===== src/rtl/ex_pkg.sv =====
// Shared definitions for the execute stage: op-codes, FSM states and default width.
package ex_pkg;

   localparam int DATA_W_DEF = 16;

   localparam logic [3:0] OP_ADD  = 4'd0;
   localparam logic [3:0] OP_SUB  = 4'd1;
   localparam logic [3:0] OP_AND  = 4'd2;
   localparam logic [3:0] OP_OR   = 4'd3;
   localparam logic [3:0] OP_XOR  = 4'd4;
   localparam logic [3:0] OP_SHL  = 4'd5;
   localparam logic [3:0] OP_SHR  = 4'd6;
   localparam logic [3:0] OP_SLT  = 4'd7;
   localparam logic [3:0] OP_MUL  = 4'd8;
   localparam logic [3:0] OP_PASS = 4'd9;

   typedef enum logic [0:0] {
      ST_IDLE = 1'b0,
      ST_MUL  = 1'b1
   } ex_state_e;

endpackage


===== src/rtl/ex_mul.sv =====
// Iterative shift-add multiplier: one partial product per cycle, low DATA_W bits kept.
// done and product are valid together during the final iteration cycle.
module ex_mul #(
   parameter int DATA_W     = 16,
   parameter int MUL_CYCLES = 16
) (
   input  logic              clk,
   input  logic              rst,
   input  logic              start,
   input  logic [DATA_W-1:0] a,
   input  logic [DATA_W-1:0] b,
   output logic              done,
   output logic [DATA_W-1:0] product
);

   localparam logic [4:0] CNT_LAST = 5'(MUL_CYCLES - 1);

   logic              active_r;
   logic [4:0]        cnt_r;
   logic [DATA_W-1:0] mcand_r;
   logic [DATA_W-1:0] mplier_r;
   logic [DATA_W-1:0] acc_r;
   logic [DATA_W-1:0] addend_s;
   logic [DATA_W-1:0] sum_s;

   assign addend_s = mplier_r[0] ? mcand_r : {DATA_W{1'b0}};
   assign sum_s    = acc_r + addend_s;
   assign done     = active_r && (cnt_r == CNT_LAST);
   assign product  = sum_s;

   // Operand load on start, then one shift-add iteration per cycle until the last.
   always_ff @(posedge clk) begin
      if (rst) begin
         active_r <= 1'b0;
         cnt_r    <= 5'd0;
         mcand_r  <= {DATA_W{1'b0}};
         mplier_r <= {DATA_W{1'b0}};
         acc_r    <= {DATA_W{1'b0}};
      end else if (start) begin
         active_r <= 1'b1;
         cnt_r    <= 5'd0;
         mcand_r  <= a;
         mplier_r <= b;
         acc_r    <= {DATA_W{1'b0}};
      end else if (active_r) begin
         acc_r    <= sum_s;
         mcand_r  <= mcand_r << 1;
         mplier_r <= mplier_r >> 1;
         if (done) begin
            active_r <= 1'b0;
            cnt_r    <= 5'd0;
         end else begin
            cnt_r    <= cnt_r + 5'd1;
         end
      end
   end

endmodule


===== src/rtl/ex_stage.sv =====
// Execute stage: single-cycle ALU plus an iterative multiplier behind a
// valid/ready handshake with a one-entry registered output.
module ex_stage
   import ex_pkg::*;
#(
   parameter int DATA_W     = DATA_W_DEF,
   parameter int MUL_CYCLES = DATA_W
) (
   input  logic              clk,
   input  logic              rst,
   input  logic              in_valid,
   output logic              in_ready,
   input  logic [3:0]        op,
   input  logic [DATA_W-1:0] a,
   input  logic [DATA_W-1:0] b,
   input  logic              is_store,
   input  logic [DATA_W-1:0] store_data,
   output logic              out_valid,
   input  logic              out_ready,
   output logic [DATA_W-1:0] result,
   output logic [DATA_W-1:0] rd,
   output logic              mem_w,
   output logic              busy
);

   ex_state_e         state_r;
   ex_state_e         state_next_s;
   logic              accept_s;
   logic              is_mul_s;
   logic              mul_start_s;
   logic              mul_done_s;
   logic [DATA_W-1:0] alu_s;
   logic [DATA_W-1:0] product_s;
   logic [DATA_W-1:0] result_r;
   logic [DATA_W-1:0] rd_r;
   logic              out_valid_r;
   logic              mem_w_r;
   logic              busy_r;

   // A multiply may only start when the output slot is empty or draining this edge.
   assign in_ready    = !rst && (state_r == ST_IDLE) && (!out_valid_r || out_ready);
   assign accept_s    = in_valid && in_ready;
   assign is_mul_s    = (op == OP_MUL) && !is_store;
   assign mul_start_s = accept_s && is_mul_s;

   assign out_valid = out_valid_r;
   assign result    = result_r;
   assign rd        = rd_r;
   assign mem_w     = mem_w_r;
   assign busy      = busy_r;

   ex_mul #(
      .DATA_W    (DATA_W),
      .MUL_CYCLES(MUL_CYCLES)
   ) u_mul (
      .clk    (clk),
      .rst    (rst),
      .start  (mul_start_s),
      .a      (a),
      .b      (b),
      .done   (mul_done_s),
      .product(product_s)
   );

   // Single-cycle ALU; a store forces address generation regardless of op.
   always_comb begin
      alu_s = {DATA_W{1'b0}};
      if (is_store) begin
         alu_s = a + b;
      end else begin
         case (op)
            OP_ADD:  alu_s = a + b;
            OP_SUB:  alu_s = a - b;
            OP_AND:  alu_s = a & b;
            OP_OR:   alu_s = a | b;
            OP_XOR:  alu_s = a ^ b;
            OP_SHL:  alu_s = a << b[3:0];
            OP_SHR:  alu_s = a >> b[3:0];
            OP_SLT:  alu_s = ($signed(a) < $signed(b)) ? {{(DATA_W-1){1'b0}}, 1'b1}
                                                       : {DATA_W{1'b0}};
            OP_PASS: alu_s = b;
            default: alu_s = {DATA_W{1'b0}};
         endcase
      end
   end

   // Next-state logic for the IDLE/MUL controller.
   always_comb begin
      state_next_s = state_r;
      case (state_r)
         ST_IDLE: begin
            if (mul_start_s) begin
               state_next_s = ST_MUL;
            end else begin
               state_next_s = ST_IDLE;
            end
         end
         ST_MUL: begin
            if (mul_done_s) begin
               state_next_s = ST_IDLE;
            end else begin
               state_next_s = ST_MUL;
            end
         end
         default: state_next_s = ST_IDLE;
      endcase
   end

   // State register and registered busy flag.
   always_ff @(posedge clk) begin
      if (rst) begin
         state_r <= ST_IDLE;
         busy_r  <= 1'b0;
      end else begin
         state_r <= state_next_s;
         busy_r  <= (state_next_s == ST_MUL);
      end
   end

   // Output slot: load on single-cycle accept or multiply completion, clear on drain.
   always_ff @(posedge clk) begin
      if (rst) begin
         out_valid_r <= 1'b0;
         mem_w_r     <= 1'b0;
         result_r    <= {DATA_W{1'b0}};
         rd_r        <= {DATA_W{1'b0}};
      end else if (accept_s && !is_mul_s) begin
         out_valid_r <= 1'b1;
         mem_w_r     <= is_store;
         result_r    <= alu_s;
         rd_r        <= is_store ? store_data : {DATA_W{1'b0}};
      end else if (mul_done_s) begin
         out_valid_r <= 1'b1;
         mem_w_r     <= 1'b0;
         result_r    <= product_s;
         rd_r        <= {DATA_W{1'b0}};
      end else if (out_ready) begin
         out_valid_r <= 1'b0;
         mem_w_r     <= 1'b0;
      end
   end

endmodule

===== config.mk =====
export PLATFORM = sky130hd
export DESIGN_NAME = ex_stage
export DESIGN_NICKNAME = d
export VERILOG_FILES = /design/src/rtl/ex_pkg.sv /design/src/rtl/ex_mul.sv /design/src/rtl/ex_stage.sv
export SDC_FILE = /design/constraint.sdc
export NUM_CORES = 1
export LEC_CHECK = 0
export BUFFER_PORTS_ARGS = -buffer_cell sky130_fd_sc_hd__buf_2
export CORE_MARGIN = 1
export CORE_UTILIZATION = 60
export CTS_CLUSTER_DIAMETER = 50
export DETAILED_ROUTE_END_ITERATION = 16
export HOLD_SLACK_MARGIN = 0.1
export PLACE_DENSITY = 0.81
export RECOVER_POWER = 50
export SLEW_MARGIN = 20
export SYNTH_ARGS = -nofsm -noshare
export SYNTH_HDL_FRONTEND = slang
export SYNTH_SLANG_ARGS = --single-unit

===== constraint.sdc =====
create_clock -name clk -period 4.67 [get_ports clk]
set_input_delay 1.1675 -clock clk [delete_from_list [all_inputs] [get_ports clk]]
set_output_delay 1.1675 -clock clk [all_outputs]
set_load 0.05 [all_outputs]

==> summary.md, run 1 <==
The H-tree depth is 3. On the critical path the largest part of the delay comes from buffers and inverters. After filler insertion, the fill cell instance count of the layout stands at 1242. The flow ran to the end, and the final reports show no timing, DRC or antenna violations. The worst register-to-register path has a depth of 12. For the final routed database, the setup TNS stands at 0 ps. The run gives 0 as the number of hold violations in the final report. For this design, the sink count on the clock tree is 89. In the final routed layout, each cell accounts on average for 20.9 µm. The share of the Yosys chip area taken by registers is 21.5%. For the number of slew-limit violations in the final report, the log shows 0.

The site row count came out at 42. The path length in cells of the critical path was 7. For flop-to-flop paths, the worst setup slack is 1310 ps. Data on the critical path arrives at its endpoint at 3990 ps. The remaining max-slew budget at the tightest pin is 14.1%, and the mean number of vias per cell is 6.63. The total area inside the core boundary comes to 13300 µm². Most common library cell in the layout ignoring fill and taps: sky130_fd_sc_hd__nor2_1. The first routing iteration left 907 violations.

The tools report the detailed-route wire length as 27200 µm. Averaged over all synthesized cells, the footprint is 7.70 µm². The required time at the endpoint of the critical path came out at 4920 ps. In the layout the commonest cells are 145 x sky130_fd_sc_hd__nor2_1, 88 x sky130_fd_sc_hd__dfxtp_1, 78 x sky130_fd_sc_hd__mux2i_1. The largest individual stage delay along the critical path comes from the cell sky130_fd_sc_hd__clkbuf_2.

The congestion estimate from routability-driven global placement came to 1.01. The cell count after synthesis came out at 1074. Remaining routing DRC violations: 0. The number of different library cells used by synthesis comes to 80.

Counting every net in the synthesized netlist gives 1199. Of all nets on the critical path, the largest fanout is 64. For the netlist area before placement, the log shows 8270 µm². The fraction of the mapped netlist area in simple logic gates works out to 20.2%. The run gives 8637 as the via total after detailed routing. The most numerous cell on the critical path was sky130_fd_sc_hd__nor2_1.

The synthesis-to-finish area growth was 9.04%. The number of inserted diodes came out at 0. Across the run, the number of max-cap violations was 0. TritonCTS built the clock tree.

Summed over all cells, the static leakage comes to 3.70 nW. After legalization and detailed placement, the total HPWL measured 20300 µm. STA classifies the critical path startpoint as an input port. The type of the worst setup path was in2reg. IR analysis of the VDD net gives a maximum drop of 0.192 mV. Time the final worst path needs with I/O delays and setup: 3730 ps. Global routing consumed, over all layers together, 38.1% of the routing resources. The initial antenna violation count came out at 0. The synthesized design contains 0 enable-type register cells. Of the cells placed in the final design, the portion with a size suffix greater than 1 is 10.8%. Setup violations remaining at the end of the flow were counted as 0.

The post-synthesis xor/xnor area fraction works out to 3.18%. CTS placed an instance of sky130_fd_sc_hd__clkbuf_16 at the clock tree root. The first global-routing pass estimated 42400 µm of wire. The power density of the placed cells is 239 nW/µm².

The startpoint of the lowest-slack register-to-register path was u_mul.mplier_r[0]$_SDFFE_PP0P_. In this run the worst setup path begins at op[0]. The run gives 8000 as the via count of the first global-routing pass. The most instantiated flip-flop cell in the synthesis netlist was sky130_fd_sc_hd__dfxtp_1. Buffers added to address setup during post-CTS repair amount to 0. The die covers 14300 µm². Number of buffers created by CTS: 9.

The slew at the pin closest to its max-slew limit came out at 1290 ps. The tools report the setup clock skew after layout as 10.2 ps. In this run the worst setup path terminates at u_mul.mcand_r[14]$_SDFFE_PP0P_.

After synthesis the netlist holds a flip-flop and latch count of 89. Summing the areas of all fa, ha and maj instances in the mapped netlist gives 10.6% of the synthesized area. After layout, the worst path uses 79.9% of the clock period.

After clock tree synthesis, the repair step resized 0 gates. Maximum clock frequency: 0.268 GHz. Counting flops with an async set or reset pin after synthesis yields a share of 0%.

Traced cell by cell, the critical path runs through clkbuf_1 > nor2_1 > and4bb_1 > nand3_1 > clkbuf_2 > nor2_1 > a211oi_1. The pin count of the biggest net entering global routing is 71. The die is 119 µm tall. Number of routed nets with antenna violations: 0. The count of input and output buffers was 92. Setup repair after global routing left no endpoint under its margin. Endpoint of the lowest-slack register-to-register path: result[12]$_SDFFE_PP0P_.

Total of warnings raised by yosys: 0. Of the post-synthesis cell area, the part taken by muxes is 11.5%. The class of the tightest hold or removal check is reg2reg. The width of the die is 119 µm.

The delay of the slowest critical-path stage came out at 950 ps. The count of buffer and inverter cells on the critical path was 2. Hold repair after CTS inserted 0 buffers.

The tools report the kind of end point of the critical path as a flop. The clock passes through at most 2 buffers. After clock tree synthesis, the clock-pin slew on the worst setup and hold paths is 70 ps.

Hold is met by 482 ps. The clock latency of the later-clocked register in the worst-skew pair was 350 ps; the post-layout net count was 1246. Summing the areas of all compound-gate instances in the mapped netlist gives 27.0% of the synthesized area.

Dominant combinational cell family by area after synthesis: compound AO/OA/AOI/OAI gates. For this run the aggregate overflow at the end of global routing stands at 0. The tools report the first-pass iteration count of the detailed router as 5. The initial utilization of the core area, before any placement, comes to 62.0%. Pin placement for this block handled 93 I/O pins.
==> kinds of logic (layout without fill, tap and decap cells) <==
group	Yosys count	after routing
AOI/OAI and AO/OA	328	328
DFF	89	89
muxes	89	89
xor gates and xnor gates	30	30
and+or+nand+nor	346	346
buffers and inverters	124	176
adders and majority gates	68	68
==> per-layer routing <==
layer / vias to the layer above / share of wire (%) / global-route usage [%] / routed length, µm
met5: - / 0 / 0 / 0
met4: 0 / 3.3 / 15.3 / 890
met3: 66 / 9.7 / 5.32 / 2640
met2: 492 / 44 / 60.2 / 12000
met1: 4048 / 43 / 52.1 / 11600
li1: 4031 / - / - / -
==> synth_stat cells, types with 18 or more instances <==
cell	n	area share [%]
sky130_fd_sc_hd__nor3_1	28	1.7
sky130_fd_sc_hd__nor2_1	145	6.6
sky130_fd_sc_hd__inv_1	49	2.2
sky130_fd_sc_hd__and2_1	20	1.5
sky130_fd_sc_hd__clkbuf_1	42	1.9
sky130_fd_sc_hd__a22oi_1	27	2.4
sky130_fd_sc_hd__a211oi_1	44	4.0
sky130_fd_sc_hd__ha_1	65	9.8
sky130_fd_sc_hd__xnor2_1	18	1.9
sky130_fd_sc_hd__nand2_1	63	2.9
sky130_fd_sc_hd__buf_2	24	1.5
sky130_fd_sc_hd__dfxtp_1	89	22
sky130_fd_sc_hd__o21ai_0	60	3.6
sky130_fd_sc_hd__a21oi_1	71	4.3
sky130_fd_sc_hd__mux2i_1	78	9.4
==> state kept, by name, indices dropped and copies added (netlist names) <==
name,cells
rd,16
result,16
u_mul.acc_r,16
u_mul.mcand_r,16
u_mul.mplier_r,16
u_mul.cnt_r,5
busy,1
mem_w,1
out_valid,1
u_mul.active_r,1
==> power breakdown <==
part | switching (mW) | total, mW | internal (mW)
clock network | 0.310 | 0.741 | 0.431
registers | 0.0134 | 0.791 | 0.777
logic | 0.417 | 0.621 | 0.204
==> metrics by stage <==
| step | total power [mW] | setup slack, ps | instances | instance area, µm² | utilization, % |
|---|---|---|---|---|---|
| global route | 2.23 | 732 | 1302 | 9020 | 67.6 |
| detailed placement | 1.41 | 802 | 1286 | 8780 | 65.8 |
| floorplan | 1.23 | 722 | 1074 | 8270 | - |
| finish | 2.15 | 937 | 1302 | 9020 | 67.6 |
| CTS | 2.15 | 1150 | 1302 | 9080 | 68.0 |
| global placement | 1.41 | 813 | 1286 | 8780 | 65.8 |
==> worst min-delay path by stage <==
stage                           startpoint                           to  slack, ps  depth (start not counted)
2_1_floorplan  u_mul.cnt_r[4]$_SDFFE_PP0P_  u_mul.cnt_r[4]$_SDFFE_PP0P_        450                          1
3_3_place_gp   u_mul.cnt_r[4]$_SDFFE_PP0P_  u_mul.cnt_r[4]$_SDFFE_PP0P_        460                          1
3_5_place_dp   u_mul.cnt_r[4]$_SDFFE_PP0P_  u_mul.cnt_r[4]$_SDFFE_PP0P_        470                          1
4_1_cts        u_mul.cnt_r[4]$_SDFFE_PP0P_  u_mul.cnt_r[4]$_SDFFE_PP0P_        480                          1
5_1_grt        u_mul.cnt_r[4]$_SDFFE_PP0P_  u_mul.cnt_r[4]$_SDFFE_PP0P_        500                          1
6_report       u_mul.cnt_r[4]$_SDFFE_PP0P_  u_mul.cnt_r[4]$_SDFFE_PP0P_        480                          1
==> layout make-up <==
| cell class | instances | area, µm² | share of cell area [%] |
|---|---|---|---|
| Tap cell | 176 | 220 | 2.44 |
| Inverter | 50 | 188 | 2.08 |
| Clock buffer | 10 | 239 | 2.65 |
| Clock inverter | 6 | 66.3 | 0.735 |
| Timing Repair Buffer | 110 | 541 | 5.99 |
| Sequential cell | 89 | 1780 | 19.8 |
| Multi-Input combinational cell | 861 | 5990 | 66.3 |
Power figures use the tool's default switching activity.
==> run 2: changes to the inputs <==
clock period = 3.5 ns   (was 4.67 ns; I/O delays follow)
==> run 2 against run 1 <==
Against the previous run: clock-buffer cell count is the same; register-to-register slack worse by 990 ps; first-iteration DRC count rose by 17%; setup slack worse by 620 ps; critical path depth grew 4; critical endpoint is now result[7]$_SDFFE_PP0P_.
==> summary.md, run 2 (synthesis gave the netlist of run 1 again) <==
The run gives 9150 µm² (was 8780 µm²) as the total cell area at the placement stage. The clock transition at the registers of the reported paths was 70 ps (about the same). Highest-count cells in the layout ignoring fill and taps: 145 x sky130_fd_sc_hd__nor2_1, 88 x sky130_fd_sc_hd__dfxtp_1, 78 x sky130_fd_sc_hd__mux2i_1 (unchanged).

The top fanout value on the critical path was 5 (was 64). The tools report the launching element type of the critical path as an input port (unchanged). For the global-route wire length before repair, the log shows 44300 µm (was 42400 µm). The fraction of the core area covered by cells at the end of the flow was 70.4% (was 67.6%); the site row count was 42 (unchanged). The tools report the endpoint with the worst hold slack as u_mul.cnt_r[4]$_SDFFE_PP0P_ (unchanged). The effective utilization at floorplan was 62.0% (unchanged).

The number of routed nets with antenna violations was 0 (unchanged). TritonCTS built the clock tree. The endpoint of the lowest-slack register-to-register path was result[15]$_SDFFE_PP0P_ (was result[12]$_SDFFE_PP0P_).

The run gives 0 (unchanged) as the number of slew-limit violations in the final report. Class of the tightest hold or removal check: reg2reg (unchanged). The startpoint of the lowest-slack register-to-register path was u_mul.mplier_r[0]$_SDFFE_PP0P_ (unchanged).

Remaining routing DRC violations: 0 (unchanged). The pin count of the biggest net entering global routing was 71 (unchanged). The run gives 0 (unchanged) as the number of buffers inserted for hold repair after clock tree synthesis. The static leakage is 3.94 nW (was 3.70 nW). The arrival time of data at the critical path endpoint is 3390 ps (was 3990 ps), and the width of the die is 119 µm (unchanged). The remaining max-slew budget at the tightest pin was 19.2% (was 14.1%).

The logs give 0 (unchanged) for the number of gates resized after cts and 13300 µm² (unchanged) for the placeable core area. The final-report setup violation count came out at 0 (unchanged). The first-pass iteration count of the detailed router came out at 8 (was 5). Kind of end point of the critical path: a flop (unchanged). The sum of overflow across all layers after global routing was 0 (unchanged); the number of inserted diodes was 0 (unchanged). The met1 global-route usage is 53.8% (was 52.1%), and the time the final worst path needs with I/O delays and setup is 3180 ps.

The root buffer cell is sky130_fd_sc_hd__clkbuf_16 (unchanged). The H-tree depth is 3 (unchanged), and the synthesis-to-finish area growth is 13.6% (was 9.04%). The full die area was 14300 µm² (unchanged). The depth of the most critical reg-to-reg path was 11 (was 12); the via total after detailed routing was 8819 (was 8637). The hold-critical path depth came out at 1 (unchanged). The all-layer global routing usage is 39.8% (was 38.1%). The worst slack on hold paths came out at 485 ps (was 482 ps). Timing would allow up to 0.315 GHz. Final cycle utilization of the critical path: 90.8%.

The post-DP HPWL is 21800 µm (was 20300 µm). Number of hold violations in the final report: 0 (unchanged). Startpoint of the worst hold path: u_mul.cnt_r[4]$_SDFFE_PP0P_ (unchanged). The clock latency of the later-clocked register in the worst-skew pair was 350 ps (about the same); the post-CTS setup buffer count was 0 (unchanged). The required time at the endpoint of the critical path is 3710 ps (was 4920 ps), and the total negative slack for setup checks is 0 ps (unchanged). Type of the worst setup path: in2reg (unchanged).

For the met3 track demand over resource, the log shows 6.27% (was 5.32%). The run gives 28200 µm (was 27200 µm) as the detailed-route wire length. The maximum VDD drop was 0.226 mV (was 0.192 mV); the total of max-cap violations was 0 (unchanged). The wire length per cell came out at 20.9 µm (about the same). For the reg-to-reg setup timing slack, the log shows 320 ps (was 1310 ps).

The I/O pin count was 93 (unchanged). The total clock sinks is 89 (unchanged), and the number of fill cells in the layout is 1143 (was 1242). The initial antenna violation count is 0 (unchanged), and the power density of the placed cells is 316 nW/µm² (was 239 nW/µm²).

The final weighted congestion of routability-driven global placement came out at 1.06 (was 1.01). The run finished with clean final reports. For the number of buffers created by CTS, the log shows 9 (unchanged). Slew at the pin closest to its max-slew limit: 1210 ps (was 1290 ps). Via count of the first global-routing pass: 8178 (was 8000).

The mean number of vias per cell is 6.53 (was 6.63). The proportion of layout cells with a drive suffix above 1 was 14.6% (was 10.8%). The most common library cell in the layout ignoring fill and taps was sky130_fd_sc_hd__nor2_1 (unchanged). The count of input and output buffers is 92 (unchanged). The vertical die dimension was 119 µm (unchanged); the post-layout net count was 1295 (was 1246). For the post-route cell area, the log shows 9400 µm² (was 9020 µm²).

Setup repair after global routing left no endpoint under its margin. The setup clock skew after layout was 12.0 ps (was 10.2 ps). For the maximum root-to-sink buffer count, the log shows 2 (unchanged). Global-route layer with the greatest usage: met2 (unchanged). The fraction of met2 tracks used by global routing is 62.5% (was 60.2%), and the number of DRC markers in iteration 0 is 1062 (was 907).
==> run 2: through the flow <==
stage | total power, mW | setup slack (ps) | cells
floorplan | 1.65 | 34.8 | 1074
detailed placement | 1.95 | 50.7 | 1335
global route | 3.07 | 118 | 1351
finish | 2.97 | 322 | 1351
CTS | 2.96 | 366 | 1351
global placement | 1.94 | 87.7 | 1335
==> run 2: worst max-delay path by stage <==
stage	from	to	slack [ps]
6_report	a[1]	result[7]$_SDFFE_PP0P_	320
2_1_floorplan	b[1]	result[7]$_SDFFE_PP0P_	30
4_1_cts	u_mul.mplier_r[0]$_SDFFE_PP0P_	result[15]$_SDFFE_PP0P_	370
5_1_grt	u_mul.mplier_r[0]$_SDFFE_PP0P_	result[15]$_SDFFE_PP0P_	120
3_3_place_gp	b[4]	result[7]$_SDFFE_PP0P_	90
3_5_place_dp	a[1]	result[7]$_SDFFE_PP0P_	50
==> run 2: power by group <==
group	switching, mW	internal (mW)
Combinational	0.575	0.320
Clock	0.438	0.582
Sequential	0.0180	1.04
==> run 2: metal layers <==
layer | vias up | part of all wire (%)
met4 | 0 | 4.3
li1 | 4130 | -
met5 | - | 0
met1 | 4065 | 43
met2 | 542 | 43
met3 | 82 | 9.7
==> run 2: final cells by class <==
class / count / area, µm² / area share (%)
multi-input combinational: 861 / 5990 / 63.7
timing repair buffer: 159 / 912 / 9.70
clock buffer: 10 / 239 / 2.54
inverter: 50 / 190 / 2.02
sequential: 89 / 1780 / 19.0
tap: 176 / 220 / 2.34
clock inverter: 6 / 72.6 / 0.772
==> run 2: critical path: stages <==
cell and delay (ps):
sky130_fd_sc_hd__buf_2 150, sky130_fd_sc_hd__inv_1 110, sky130_fd_sc_hd__ha_1 370, sky130_fd_sc_hd__nor3_1 360, sky130_fd_sc_hd__o31ai_1 190, sky130_fd_sc_hd__a31oi_1 300
sky130_fd_sc_hd__o21ai_0 130, sky130_fd_sc_hd__a21o_1 170, sky130_fd_sc_hd__a221o_1 350, sky130_fd_sc_hd__a221oi_2 320, sky130_fd_sc_hd__nor3_1 70
